**config.mk**
```make
export PLATFORM = sky130hd
export DESIGN_NAME = cla_seq_adder_ctrl_flat
export DESIGN_NICKNAME = d
export VERILOG_FILES = /design/src/rtl/cla_seq_adder_ctrl_if.sv /design/src/rtl/cla_seq_adder_ctrl.sv /design/src/flat_wrapper.sv
export SDC_FILE = /design/constraint.sdc
export NUM_CORES = 1
export LEC_CHECK = 0
export BUFFER_PORTS_ARGS = -buffer_cell sky130_fd_sc_hd__buf_4
export CAP_MARGIN = 20
export CORE_ASPECT_RATIO = 1.25
export CORE_MARGIN = 1.5
export CORE_UTILIZATION = 50
export DETAILED_ROUTE_END_ITERATION = 10
export PLACE_DENSITY = 0.78
export SYNTH_ARGS = -nofsm -noshare
export SYNTH_HDL_FRONTEND = slang
export SYNTH_SLANG_ARGS = --single-unit
```
**constraint.sdc**
```tcl
create_clock -name clk -period 3.8 [get_ports clk]
set_input_delay 0.19 -clock clk [delete_from_list [all_inputs] [get_ports clk]]
set_output_delay 0.19 -clock clk [all_outputs]
set_load 0.03 [all_outputs]
```
**src/rtl/cla_seq_adder_ctrl_if.sv**
```systemverilog
// Request/result bundle for the sequential CLA adder controller.
// Master drives requests and result back-pressure; slave is the controller.
interface cla_seq_adder_ctrl_if #(
    parameter int WIDTH = 16
);
    logic             req0_valid;
    logic             req0_ready;
    logic [WIDTH-1:0] req0_a;
    logic [WIDTH-1:0] req0_b;
    logic             req0_cin;
    logic             req1_valid;
    logic             req1_ready;
    logic [WIDTH-1:0] req1_a;
    logic [WIDTH-1:0] req1_b;
    logic             req1_cin;
    logic             res_valid;
    logic             res_ready;
    logic [WIDTH-1:0] res_sum;
    logic             res_cout;
    logic             res_id;

    modport master (
        output req0_valid, req0_a, req0_b, req0_cin,
        output req1_valid, req1_a, req1_b, req1_cin,
        output res_ready,
        input  req0_ready, req1_ready,
        input  res_valid, res_sum, res_cout, res_id
    );

    modport slave (
        input  req0_valid, req0_a, req0_b, req0_cin,
        input  req1_valid, req1_a, req1_b, req1_cin,
        input  res_ready,
        output req0_ready, req1_ready,
        output res_valid, res_sum, res_cout, res_id
    );
endinterface

```
**src/rtl/cla_seq_adder_ctrl.sv**
```systemverilog
// Round-robin front end that runs WIDTH-bit adds through one 4-bit CLA,
// one nibble per cycle with a registered inter-nibble carry.
module cla_seq_adder_ctrl #(
    parameter int WIDTH = 16
) (
    input  logic                 clk,
    input  logic                 rst,
    cla_seq_adder_ctrl_if.slave  bus
);
    localparam int NIB = WIDTH / 4;
    localparam int KW  = (NIB > 1) ? $clog2(NIB) : 1;
    localparam logic [KW-1:0] KLAST = KW'(NIB - 1);

    typedef enum logic [1:0] {IDLE, RUN, DONE} state_t;

    state_t           state;
    logic             last;
    logic [KW-1:0]    k;
    logic             carry;
    logic [WIDTH-1:0] op_a;
    logic [WIDTH-1:0] op_b;
    logic [WIDTH-1:0] sum;
    logic             cout;
    logic             id;
    logic             valid;

    logic             g0;
    logic             g1;
    logic             rdy0;
    logic             rdy1;
    logic             acc;
    logic [3:0]       nib_a;
    logic [3:0]       nib_b;
    logic [4:0]       slice;

    // 4-bit carry-lookahead slice: {cout, sum}
    function automatic logic [4:0] cla4(
        input logic [3:0] a,
        input logic [3:0] b,
        input logic       c0
    );
        logic [3:0] p;
        logic [3:0] g;
        logic [4:0] c;
        p    = a ^ b;
        g    = a & b;
        c[0] = c0;
        c[1] = g[0] | (p[0] & c0);
        c[2] = g[1] | (p[1] & g[0]) | (p[1] & p[0] & c0);
        c[3] = g[2] | (p[2] & g[1]) | (p[2] & p[1] & g[0])
             | (p[2] & p[1] & p[0] & c0);
        c[4] = g[3] | (p[3] & g[2]) | (p[3] & p[2] & g[1])
             | (p[3] & p[2] & p[1] & g[0])
             | (p[3] & p[2] & p[1] & p[0] & c0);
        return {c[4], p ^ c[3:0]};
    endfunction

    // Round-robin grant: on a tie the requester not served last wins
    always_comb begin
        g0 = bus.req0_valid & (~bus.req1_valid | last);
        g1 = bus.req1_valid & (~bus.req0_valid | ~last);
    end

    assign rdy0 = (state == IDLE) & g0 & ~rst;
    assign rdy1 = (state == IDLE) & g1 & ~rst;
    assign acc  = rdy0 | rdy1;

    // Current nibble through the shared CLA slice
    always_comb begin
        nib_a = op_a[{k, 2'b00} +: 4];
        nib_b = op_b[{k, 2'b00} +: 4];
        slice = cla4(nib_a, nib_b, carry);
    end

    // Control FSM with registered result outputs
    always_ff @(posedge clk or posedge rst) begin
        if (rst) begin
            state <= IDLE;
            last  <= 1'b1;
            k     <= '0;
            carry <= 1'b0;
            op_a  <= '0;
            op_b  <= '0;
            sum   <= '0;
            cout  <= 1'b0;
            id    <= 1'b0;
            valid <= 1'b0;
        end else begin
            unique case (state)
                IDLE: begin
                    if (acc) begin
                        op_a  <= rdy1 ? bus.req1_a : bus.req0_a;
                        op_b  <= rdy1 ? bus.req1_b : bus.req0_b;
                        carry <= rdy1 ? bus.req1_cin : bus.req0_cin;
                        id    <= rdy1;
                        last  <= rdy1;
                        k     <= '0;
                        state <= RUN;
                    end
                end
                RUN: begin
                    sum[{k, 2'b00} +: 4] <= slice[3:0];
                    carry <= slice[4];
                    k     <= k + 1'b1;
                    if (k == KLAST) begin
                        cout  <= slice[4];
                        valid <= 1'b1;
                        state <= DONE;
                    end
                end
                DONE: begin
                    if (bus.res_ready) begin
                        valid <= 1'b0;
                        state <= IDLE;
                    end
                end
                default: state <= IDLE;
            endcase
        end
    end

    assign bus.req0_ready = rdy0;
    assign bus.req1_ready = rdy1;
    assign bus.res_valid  = valid;
    assign bus.res_sum    = sum;
    assign bus.res_cout   = cout;
    assign bus.res_id     = id;
endmodule

```
**src/flat_wrapper.sv**
```systemverilog
// flat-port wrapper written by rule: the top's interface ports become plain ports
module cla_seq_adder_ctrl_flat 
#(
    parameter int WIDTH = 16
)
  (clk, rst, bus_req0_valid, bus_req0_a, bus_req0_b, bus_req0_cin, bus_req1_valid, bus_req1_a, bus_req1_b, bus_req1_cin, bus_res_ready, bus_req0_ready, bus_req1_ready, bus_res_valid, bus_res_sum, bus_res_cout, bus_res_id);
  cla_seq_adder_ctrl_if #(.WIDTH(WIDTH)) bus_i ();
  input  logic clk;
  input  logic rst;
  input wire logic [$bits(bus_i.req0_valid)-1:0] bus_req0_valid;
  input wire logic [$bits(bus_i.req0_a)-1:0] bus_req0_a;
  input wire logic [$bits(bus_i.req0_b)-1:0] bus_req0_b;
  input wire logic [$bits(bus_i.req0_cin)-1:0] bus_req0_cin;
  input wire logic [$bits(bus_i.req1_valid)-1:0] bus_req1_valid;
  input wire logic [$bits(bus_i.req1_a)-1:0] bus_req1_a;
  input wire logic [$bits(bus_i.req1_b)-1:0] bus_req1_b;
  input wire logic [$bits(bus_i.req1_cin)-1:0] bus_req1_cin;
  input wire logic [$bits(bus_i.res_ready)-1:0] bus_res_ready;
  output wire logic [$bits(bus_i.req0_ready)-1:0] bus_req0_ready;
  output wire logic [$bits(bus_i.req1_ready)-1:0] bus_req1_ready;
  output wire logic [$bits(bus_i.res_valid)-1:0] bus_res_valid;
  output wire logic [$bits(bus_i.res_sum)-1:0] bus_res_sum;
  output wire logic [$bits(bus_i.res_cout)-1:0] bus_res_cout;
  output wire logic [$bits(bus_i.res_id)-1:0] bus_res_id;
  assign bus_i.req0_valid = bus_req0_valid;
  assign bus_i.req0_a = bus_req0_a;
  assign bus_i.req0_b = bus_req0_b;
  assign bus_i.req0_cin = bus_req0_cin;
  assign bus_i.req1_valid = bus_req1_valid;
  assign bus_i.req1_a = bus_req1_a;
  assign bus_i.req1_b = bus_req1_b;
  assign bus_i.req1_cin = bus_req1_cin;
  assign bus_i.res_ready = bus_res_ready;
  assign bus_req0_ready = bus_i.req0_ready;
  assign bus_req1_ready = bus_i.req1_ready;
  assign bus_res_valid = bus_i.res_valid;
  assign bus_res_sum = bus_i.res_sum;
  assign bus_res_cout = bus_i.res_cout;
  assign bus_res_id = bus_i.res_id;
  cla_seq_adder_ctrl #(.WIDTH(WIDTH)) u_core (.clk(clk), .rst(rst), .bus(bus_i));
endmodule
```
Word level (Yosys, flattened, before mapping)
Index checks and enable logic that the tools add are counted.
- equality and inequality tests: 6
- add/sub/neg operators: 2
- reduce and logical (&&, ||, !) cells: 8
- bitwise gates (word level): 42
- shift operators: 4
- multiplexer cells: 15
- operators by type and width (kind ; count):
    16-bit 2-to-1 mux ; 2
    16-bit by 5-bit indexed part select with 4-bit output ; 2
    1-bit AND ; 22
    16-bit bitwise mux ; 1
    4-bit by 6-bit variable shift with 16-bit output, first input constant ; 1
    4-bit by 6-bit indexed part select with 16-bit output ; 1
    1-bit bitwise OR ; 13
    2-bit 2-to-1 mux ; 4
    4-bit XOR ; 2
    4-bit negator with 6-bit output ; 1
    2-bit case mux with 3 select lines ; 1
    2-bit AND reduction ; 3
    3-bit AND reduction ; 2
    4-bit AND ; 1
    2-bit equality test, second input constant ; 2
    1-bit 2-to-1 mux ; 4
    2-bit by 1-bit inequality test with 1-bit output, second input constant ; 2
    1-bit inverter ; 4
    1-bit case mux with 2 select lines ; 2
    2-bit case mux with 2 select lines ; 1
    2-bit nonzero test ; 2
    2-bit by 1-bit adder with 2-bit output, second input constant ; 1
    2-bit by 1-bit equality test with 1-bit output, second input constant ; 1
    2-bit zero test ; 1
    2-bit inequality test, second input constant ; 1
- bits of input ports: 71
- output and inout port bits: 21
- flip-flop bits (word level): 57

Depth between registers and ports, before layout
Gate-level depths: netlist of the first run.
- depth after elaboration: 9
- gate-level depth with buffers: 7

Worst setup path before layout of the first run
No wires, ideal clock.
- path kind: flip-flop to flip-flop
- start point: reg u_core.k[0]
- end point: reg u_core.sum[7] (netlist: u_core.bus.res_sum[7])
- path buffers: 1
- path slack: 1218 ps
- cell stages (with the launch flop): 8
- arrival: 2486 ps
- setup time: 96 ps
- required time: 3704 ps
- period minus slack after synthesis: 2582 ps
- cells stage by stage: dfrtp_1 -> buf_2 -> mux4_2 -> ha_1 -> a21o_1 -> a221o_1 -> a21o_1 -> o31ai_1
- word-level cells in the longest chain between the ends: 9
- elaborated cells on any way between the ends: 24
- those cells by class: add/sub (1); shift (4); mux (1); bitwise (18)
- ends and longest elaborated chain (item ; line ; source):
    from (decl) ; cla_seq_adder_ctrl.sv:18 ; logic [KW-1:0] k;
    from (signal assigned) ; cla_seq_adder_ctrl.sv:104 ; k <= k + 1'b1;
    16-bit by 5-bit indexed part select with 4-bit output (on tied branches) ; cla_seq_adder_ctrl.sv:70, cla_seq_adder_ctrl.sv:71 ;
    4-bit XOR or 4-bit AND (tied branches) ; cla_seq_adder_ctrl.sv:45, cla_seq_adder_ctrl.sv:46 ;
    1-bit AND (on tied branches) ; cla_seq_adder_ctrl.sv:50, cla_seq_adder_ctrl.sv:51 ;
    1-bit bitwise OR (tied with other cells) ; cla_seq_adder_ctrl.sv:50 ; c[3] = g[2] | (p[2] & g[1]) | (p[2] & p[1] & g[0])
    1-bit bitwise OR or 1-bit AND (tied branches) ; cla_seq_adder_ctrl.sv:50, cla_seq_adder_ctrl.sv:51 ;
    1-bit bitwise OR ; cla_seq_adder_ctrl.sv:51 ; | (p[2] & p[1] & p[0] & c0);
    4-bit XOR ; cla_seq_adder_ctrl.sv:55 ; return {c[4], p ^ c[3:0]};
    4-bit by 6-bit indexed part select with 16-bit output ; cla_seq_adder_ctrl.sv:102 ; sum[{k, 2'b00} +: 4] <= slice[3:0];
    16-bit bitwise mux (*) ; cla_seq_adder_ctrl.sv:102 ;
    to (signal, indexed assignment) ; cla_seq_adder_ctrl.sv:102 ;
    to (decl) ; cla_seq_adder_ctrl.sv:22 ; logic [WIDTH-1:0] sum;
Every way passes the cells marked *; elsewhere a longest branch is shown, timed or not.
A chain may end at the register's enable or synchronous reset.

Worst setup path in the final report of the first run
Ends and elaborated chain as after synthesis.

==> results.toml, run 1 <==
[clocking]
numCtsBuffers = 9
cts_sinks = 57
clk_latency_ns = 0.34
clockBufferDepth = 2
cts_tree = "built"
clk_pin_slew_ns = 0.07
ctsHtreeMaxLevel = 3
post-cts-setup-buffers = 0
cts-root-buf = "clkbuf_8"

[final_layout]
nFillCells = 472
drive_gt1_share_pct = 31.9
antenna_cells = 0
area_growth_pct = 31.1
layout.nets = 453
fin_area_mm2 = 0.00388
fin_util_pct = 67.6

[run]
drv_cap = 0

[placed_design]
port_buffers = 91
pre_cts_ws_ns = 0.879
placed_area_mm2 = 0.00367
hpwl_um = 4790
place.gp.congestion = 0.903

[power]
leakage_nw = 2.07
ir_drop_uv = 348
powerDensity_mw_per_mm2 = 834

[global_route]
grt_max_degree = 69
antenna_found_initial = 0
grt_pass1_vias = 2262
track_usage_pct = 21.8
overflow = 0
grt_pass1_wl_um = 10400

[synth]
post_synth.cell_area_avg_um2 = 10.6
synth_cell_types = 35
yosys_warnings = 0
synth_area_mm2 = 0.00296
ys_seq_area_share_pct = 48.2
ys_seq_elements = 57
synth.area.top_cells = "dfrtp_1 47%, mux2i_1 11%, nand2_1 8.1%, mux4_2 6.1%, o21ai_0 4.9%"
yosysTopAreaCell = "dfrtp_1"
syn_inst = 279
synthesis.nets = 361
synth_top_area_share_pct = 47.4

[min_path]
hp-class = "in2reg"

[critical_path]
setup.worst_path.start = "u_core.k[0]"
crit_path_end_kind = "flop"
worstSetupStartpointType = "flop"
r2r-end = "u_core.bus.res_sum[7]"
cp.arrival_ns = 3.15
r2r-start = "u_core.k[0]"
r2r_slack_ns = 0.89
worst-path-max-fanout = 16
path_class = "reg2reg"
required_ns = 4.04
reg2reg_depth = 6
crit_end = "u_core.bus.res_sum[7]"

[timing]
setup_viol = 0
fmax_mhz = 344
slew_viol_final = 0
hold_viol_final = 0
fin_crit_sh_pct = 76.6
worstMarginPinSlew_ns = 0.689
skew_ns = 0.00922
rsz0062_at_grt = "no"
timing.final.ws_setup_ns = 0.889
setup_tns_ns = 0
min_period_ns = 2.91
relSlewSlack_pct = 54.1

[floorplan]
placementRows = 31
core_area_mm2 = 0.00574
die_y_um = 89.0
start_util_pct = 51.5
dieArea_mm2 = 0.00639
io_pins = 92
die-width_um = 71.8

[detailed_routing]
ant_nets = 0
routed_wl_um = 6330
drtPass1Iterations = 7
via_per_inst = 5.50
routedWlPerCell_um = 14.3
drtIter0Drc = 158
dr_total_vias = 2429
drc_errors = 0

[run_status]
status = "finished clean"
## flip-flops by register name (all words and copies together) (netlist names)
signal,cells
u_core.state,2
u_core.k,2
u_core.bus.res_sum,16
u_core.bus.res_cout,1
u_core.op_a,16
u_core.bus.res_valid,1
u_core.last,1
u_core.bus.res_id,1
u_core.carry,1
u_core.op_b,16
## placed cells by master (no fill, tap or decap), types with 2 or more instances in the layout
cell type / netlist / layout
mux4_2: 8 / 8
nand3_1: 3 / 3
nand4_1: 2 / 2
buf_4: 2 / 92
clkbuf_1: 5 / 4
and3_1: 2 / 2
ha_1: 10 / 10
mux2i_1: 33 / 33
o21ai_0: 29 / 29
inv_1: 7 / 6
buf_12: 0 / 2
nor3_1: 2 / 2
clkbuf_8: 0 / 12
o21ai_1: 10 / 9
a21oi_1: 4 / 4
nor2_1: 4 / 4
dfrtp_1: 56 / 56
nand2_1: 64 / 64
o41ai_1: 2 / 2
a21o_1: 2 / 2
o31ai_1: 13 / 13
## where the power goes
part	internal (mW)	leakage, nW	switching (mW)	total, mW
logic	0.682	1.25	0.928	1.61
registers	0.877	0.728	0.229	1.11
clock network	0.292	0.0910	0.226	0.517
total	1.85	2.07	1.38	3.23
## metal layers
layer / share of wire (%) / track usage, % / wire [um]
met5: 0 / 0 / 0
met4: 4.4 / 14.6 / 277
met3: 4.2 / 4.40 / 263
met2: 53 / 38.8 / 3340
met1: 39 / 23.5 / 2460
## critical path, stage by stage, from the launching register on
cell	delay, ns
dfrtp_1	0.78
mux4_2	0.61
ha_1	0.37
and3_1	0.19
a221o_1	0.36
a21o_1	0.23
o31ai_1	0.28
## repair_timing
| action | in CTS | in global routing |
|---|---|---|
| hold buffers | 1 | 0 |
| endpoints found under the setup margin | 0 | 0 |
| resized for setup | 0 | 0 |
| endpoints found under the hold margin | 25 | 0 |
## how the worst min path moves through the flow
stage                   startpoint                   end  slack [ns]  depth (start not counted)
floorplan           bus_req0_valid           u_core.last        0.25                          1
global placement     bus_res_ready       u_core.state[1]        0.38                          2
detailed placement             rst  u_core.bus.res_valid        0.29                          2
CTS                  bus_res_ready       u_core.state[1]        0.03                          2
global route         bus_res_ready       u_core.state[1]        0.04                          2
finish               bus_res_ready       u_core.state[1]        0.04                          2
## layout make-up
type	instances	area, um2	area share (%)
multi-input cells	201	1420	36.7
repair buffers	95	741	19.1
well taps	66	82.6	2.13
inverters	7	26.3	0.677
clock buffers	16	180	4.64
flip-flops and latches	57	1430	36.8
## cells by family after synthesis
group | share of synthesized area (%)
AND/OR/NAND/NOR | 11.6
XOR/XNOR | 0.296
multiplexers | 17.3
flip-flops | 48.2
adder cells (fa/ha/maj) | 4.90
buffers and inverters | 4.06
AO/OA/AOI/OAI | 13.6
## synth_stat cells
master and count:
or3_1 1, nand3_2 1, a21oi_1 4, xnor2_1 1
fa_1 1, dfstp_2 1, buf_6 4, mux4_2 8
clkbuf_1 5, a221o_1 1, nand4_1 2, inv_1 7
a21o_1 2, o211ai_1 1, nor2_1 4, mux2i_1 33
nand2_1 64, nand3_1 3, a211o_1 1, o21ai_0 29
and3_1 2, a211o_2 1, buf_4 2, o21a_1 1
o41ai_1 2, o31ai_1 13, nor3_4 1, nor3_1 2
nor2b_1 1, a31oi_1 1, buf_2 3, dfrtp_1 56
o21ai_1 10, ha_1 10, a211oi_1 1
## metrics by stage
step,power [mW],instances,hold WS [ns]
final,3.23,442,0.0412
after floorplan,2.24,279,0.253
after global routing,3.49,442,0.0361
after CTS,3.24,441,0.0330
after detailed placement,2.72,424,0.295
after global placement,2.66,423,0.376
No activity file was read; power rests on OpenSTA's default activity.
==> run 2, diff against run 1 <==
==> constraint.sdc (replaced) <==
create_clock -name clk -period 2.84 [get_ports clk]
set_input_delay 0.142 -clock clk [delete_from_list [all_inputs] [get_ports clk]]
set_output_delay 0.142 -clock clk [all_outputs]
set_load 0.03 [all_outputs]
==> run 2 against run 1 <==
Critical path depth up 1. Critical endpoint is now u_core.bus.res_sum[11]. Combinational power is 39% higher. Worst setup slack got worse by 0.66 ns. Wire length fell by 2.2%. Via count shrank 1.6%. Hold slack worse by 0.033 ns. Clock skew decreased by 0.0027 ns.
==> results.toml, run 2 (synthesis results as in run 1) <==
[floorplan]
io_pins = 92
core_area_mm2 = 0.00574
die_y_um = 89.0
dieArea_mm2 = 0.00639
start_util_pct = 51.5
die-width_um = 71.8
placementRows = 31

[global_route]
antenna_found_initial = 0
grt_pass1_vias = 2267
overflow = 0
grt_pass1_wl_um = 10200
track_usage_pct = 21.1
grt_max_degree = 69

[final_layout]
layout_commonest_cell = "buf_4"
area_growth_pct = 32.3
layout.nets = 455
antenna_cells = 0
layout_common_cells = "94 x buf_4, 64 x nand2_1, 56 x dfrtp_1"
drive_gt1_share_pct = 32.8
final_cells = 444

[clocking]
cts-root-buf = "clkbuf_8"
clk_pin_slew_ns = 0.06
clockBufferDepth = 2
cts_sinks = 57
numCtsBuffers = 9
cts_tree = "built"
clk_latency_ns = 0.34
ctsHtreeMaxLevel = 3

[critical_path]
cp.arrival_ns = 2.85
required_ns = 3.08
worst-path-max-fanout = 16
r2r-end = "u_core.bus.res_sum[11]"
setup.worst_path.start = "u_core.k[0]"
r2r_slack_ns = 0.23
worstSetupStartpointType = "flop"
reg2reg_depth = 7
r2r-start = "u_core.k[0]"
crit_path_end_kind = "flop"
path_class = "reg2reg"

[power]
p_int_mw = 2.59
p_total_mw = 4.47
ir_drop_uv = 660
p_sw_mw = 1.89
leakage_nw = 2.09
p_comb_share_pct = 49.8
powerDensity_mw_per_mm2 = 1140
sequentialPowerShare_pct = 32.2
swShare_pct = 42.2
clockPowerShare_pct = 18.0

[detailed_routing]
via_per_inst = 5.38
drtIter0Drc = 153
ant_nets = 0
dr_total_vias = 2389
routed_wl_um = 6190
drc_errors = 0
routedWlPerCell_um = 14.0
drtPass1Iterations = 8

[timing]
fin_crit_sh_pct = 92.0
relSlewSlack_pct = 63.8
hold_viol_final = 0
rsz0062_at_grt = "no"
setup_tns_ns = 0
fmax_mhz = 383
min_period_ns = 2.61
timing.final.ws_setup_ns = 0.228
skew_ns = 0.00653
holdWs_ns = 0.00852
slew_viol_final = 0
worstMarginPinSlew_ns = 0.543
setup_viol = 0

[min_path]
whs_endpoint = "u_core.last"
holdPathStages = 2
min_from = "bus_req0_valid"
hp-class = "in2reg"

[placed_design]
place.gp.congestion = 0.910
dp.cells = 426
hpwl_um = 4670
port_buffers = 91
pre_cts_ws_ns = 0.200

[run_status]
status = "finished clean"

[run]
drv_cap = 0
[run 2: changes by cell type in the layout (fill, tap and decap cells not counted)]
cell,before,now
clkbuf_8,12,9
clkbuf_1,4,1
buf_4,92,94
clkinvlp_4,0,1
dlygate4sd3_1,1,2
clkinv_2,0,3
buf_12,2,1
bufinv_16,0,2
[run 2: layout make-up]
cell class / instances / area (um2)
Fill cell: 459 / 1830
Sequential cell: 57 / 1430
Multi-Input combinational cell: 201 / 1420
Timing Repair Buffer: 97 / 746
Clock buffer: 10 / 128
Clock inverter: 6 / 82.6
Tap cell: 66 / 82.6
Inverter: 7 / 26.3
[run 2: layer usage]
layer | share of wire, % | vias up | track usage [%]
li1 | - | 1189 | -
met1 | 41 | 1113 | 25.7
met2 | 51 | 70 | 35.2
met3 | 4.1 | 17 | 3.27
met4 | 3.5 | 0 | 13.6
met5 | 0 | - | 0
[run 2: worst max path at each step]
| stage | end | slack [ns] | depth (start not counted) |
|---|---|---|---|
| global route | u_core.bus.res_sum[15] | 0.08 | 7 |
| floorplan | u_core.bus.res_sum[7] | 0.26 | 7 |
| CTS | u_core.bus.res_sum[11] | 0.23 | 7 |
| finish | u_core.bus.res_sum[11] | 0.23 | 7 |
| detailed placement | u_core.bus.res_sum[11] | 0.20 | 7 |
| global placement | u_core.bus.res_sum[15] | 0.35 | 7 |
[run 2: per-stage QoR]
stage | utilization (%) | instance area, um2
after CTS | 68.2 | 3920
final | 68.2 | 3920
after global routing | 68.2 | 3920
after global placement | 63.8 | 3660
after floorplan | - | 2960
after detailed placement | 64.2 | 3680
[run 2: power groups by stage]
stage                     Sequential [mW]  Combinational (mW)  Clock, mW
final                                1.44                2.23      0.808
after global routing                 1.48                2.47      0.850
after CTS                            1.44                2.22      0.813
after detailed placement             1.46                2.21          0
after global placement               1.44                2.13          0
after floorplan                      1.54                1.45          0
[run 2: repair_timing]
| action | CTS | global route |
|---|---|---|
| setup buffers | 0 | 0 |
| setup endpoints to repair | 0 | 0 |
| hold endpoints to repair | 23 | 0 |
| hold buffers | 2 | 0 |
| resized for setup | 0 | 0 |
[run 2: critical path: stages, from the launching register on]
cell	delay, ns
dfrtp_1	0.33
buf_4	0.24
mux4_2	0.53
ha_1	0.37
and3_1	0.19
a221o_1	0.35
a21o_1	0.23
o31ai_1	0.28
==> run 3, diff against run 2 <==
--- a/config.mk
+++ b/config.mk
@@ -11,7 +11,9 @@
 export CORE_MARGIN = 1.5
 export CORE_UTILIZATION = 50
 export DETAILED_ROUTE_END_ITERATION = 10
+export HOLD_SLACK_MARGIN = 0.15
 export PLACE_DENSITY = 0.78
+export SLEW_MARGIN = 20
 export SYNTH_ARGS = -nofsm -noshare
 export SYNTH_HDL_FRONTEND = slang
 export SYNTH_SLANG_ARGS = --single-unit
==> run 3 against run 2 <==
Flip-flop and latch count unchanged. Via count up 17%. Sequential share of layout area down 4.8 points. Utilization up 10 points. Highest routed layer unchanged. Worst setup slack worse by 0.044 ns. Non-clock buffer count up 64. Combinational power up 9%. Fmax down 1.7%. Clock power down 12%.
==> results.toml, run 3 (synthesis results as in run 1) <==
[run_status]
status = "finished clean"

[final_layout]
layout_commonest_cell = "buf_4"
layout_common_cells = "94 x buf_4, 67 x dlygate4sd3_1, 64 x nand2_1"
final_cells = 507
layout.nets = 519
drive_gt1_share_pct = 27.4
nFillCells = 359
antenna_cells = 0
area_growth_pct = 52.6

[min_path]
min_from = "bus_req0_a[8]"
holdPathStages = 3
whs_endpoint = "u_core.op_a[8]"
hp-class = "in2reg"

[clocking]
cts_tree = "built"
clk_latency_ns = 0.35
ctsHtreeMaxLevel = 3
clk_pin_slew_ns = 0.06
clockBufferDepth = 2
cts-root-buf = "clkbuf_8"
numCtsBuffers = 9
cts_sinks = 57

[placed_design]
dp.cells = 425
place.gp.congestion = 0.910
hpwl_um = 4610
port_buffers = 91

[critical_path]
r2r_slack_ns = 0.18
r2r-start = "u_core.k[0]"
worst-path-max-fanout = 16
cp.arrival_ns = 2.90
max_stage_delay_ns = 0.55
crit_path_end_kind = "flop"
r2r-end = "u_core.bus.res_sum[11]"
worstSetupStartpointType = "flop"
crit_slowest_cell = "mux4_2"
required_ns = 3.08
worstPathCellList = "buf_4, mux4_2, ha_1, and3_1, a221o_1, a21o_1, o31ai_1"
path_class = "reg2reg"
reg2reg_depth = 7

[power]
leakage_nw = 2.34
powerDensity_mw_per_mm2 = 1020
ir_drop_uv = 644

[detailed_routing]
drtIter0Drc = 207
routedWlPerCell_um = 15.9
routed_wl_um = 8080
via_per_inst = 5.52
drc_errors = 0
dr_total_vias = 2797
drtPass1Iterations = 6
ant_nets = 0

[global_route]
grt-busiest-layer = "met2"
antenna_found_initial = 0
overflow = 0
grt_use_met3_pct = 4.51
grt_max_degree = 69
use_met1_pct = 29.3
track_usage_pct = 27.8
use_met2_pct = 49.9
grt_pass1_vias = 2868
grt_pass1_wl_um = 13200

[timing]
rsz0062_at_grt = "no"
relSlewSlack_pct = 54.1
fin_crit_sh_pct = 93.5
worstMarginPinSlew_ns = 0.688
hold_viol_final = 0
skew_ns = 0.00652
setup_tns_ns = 0
slew_viol_final = 0
min_period_ns = 2.66
setup_viol = 0
fmax_mhz = 376

[floorplan]
core_area_mm2 = 0.00574
io_pins = 92
dieArea_mm2 = 0.00639
placementRows = 31
start_util_pct = 51.5
die_y_um = 89.0
die-width_um = 71.8

[run]
drv_cap = 0
-- run 3: critical path, delay by kind of cell (launching register included) --
kind                     cells  cell delay [ns]
AO/OA/AOI/OAI                3             0.86
adder cells (fa/ha/maj)      1             0.37
buffers and inverters        1             0.24
flip-flops                   1             0.33
multiplexers                 1             0.55
AND/OR/NAND/NOR              1             0.20
-- run 3: timing repair --
action	CTS	global route
endpoints found under the hold margin	91	0
resized for setup	0	0
hold buffers	67	0
buffers inserted	0	0
endpoints found under the setup margin	0	0
-- run 3: worst max path at each step --
| stage | endpoint | cells past startpoint | startpoint |
|---|---|---|---|
| final | u_core.bus.res_sum[11] | 7 | u_core.k[0] |
| after CTS | u_core.bus.res_sum[11] | 7 | u_core.k[0] |
| after floorplan | u_core.bus.res_sum[7] | 7 | u_core.k[0] |
| after global placement | u_core.bus.res_sum[15] | 7 | u_core.k[0] |
| after global routing | u_core.bus.res_sum[11] | 7 | u_core.k[0] |
| after detailed placement | u_core.bus.res_sum[11] | 7 | u_core.k[0] |
-- run 3: layout make-up --
cell class | instances | area, um2 | share of cell area (%)
Clock inverter | 4 | 45.0 | 0.998
Sequential cell | 57 | 1430 | 31.6
Tap cell | 66 | 82.6 | 1.83
Timing Repair Buffer | 161 | 1380 | 30.5
Multi-Input combinational cell | 201 | 1420 | 31.5
Clock buffer | 11 | 131 | 2.91
Inverter | 7 | 28.8 | 0.637
-- run 3: metrics by stage --
stage	utilization, %	total power [mW]	cell area, um2	setup WS, ns	hold slack, ns
detailed placement	63.9	3.66	3670	0.212	0.318
global route	78.6	4.90	4510	0.0851	0.175
global placement	63.8	3.57	3660	0.355	0.329
finish	78.6	4.59	4510	0.183	0.150
floorplan	-	2.99	2960	0.258	0.205
CTS	78.6	4.50	4510	0.229	0.156
-- run 3: power by group --
group | switching, mW | total, mW | internal [mW] | leakage (nW)
registers | 0.285 | 1.46 | 1.18 | 0.728
clock network | 0.314 | 0.709 | 0.396 | 0.0929
logic | 1.39 | 2.42 | 1.03 | 1.52
-- run 3: per-layer routing --
layer / wire length, um / vias to the layer above
li1: - / 1317
met1: 2910 / 1332
met2: 4370 / 116
met3: 395 / 32
met4: 408 / 0
met5: 0 / -
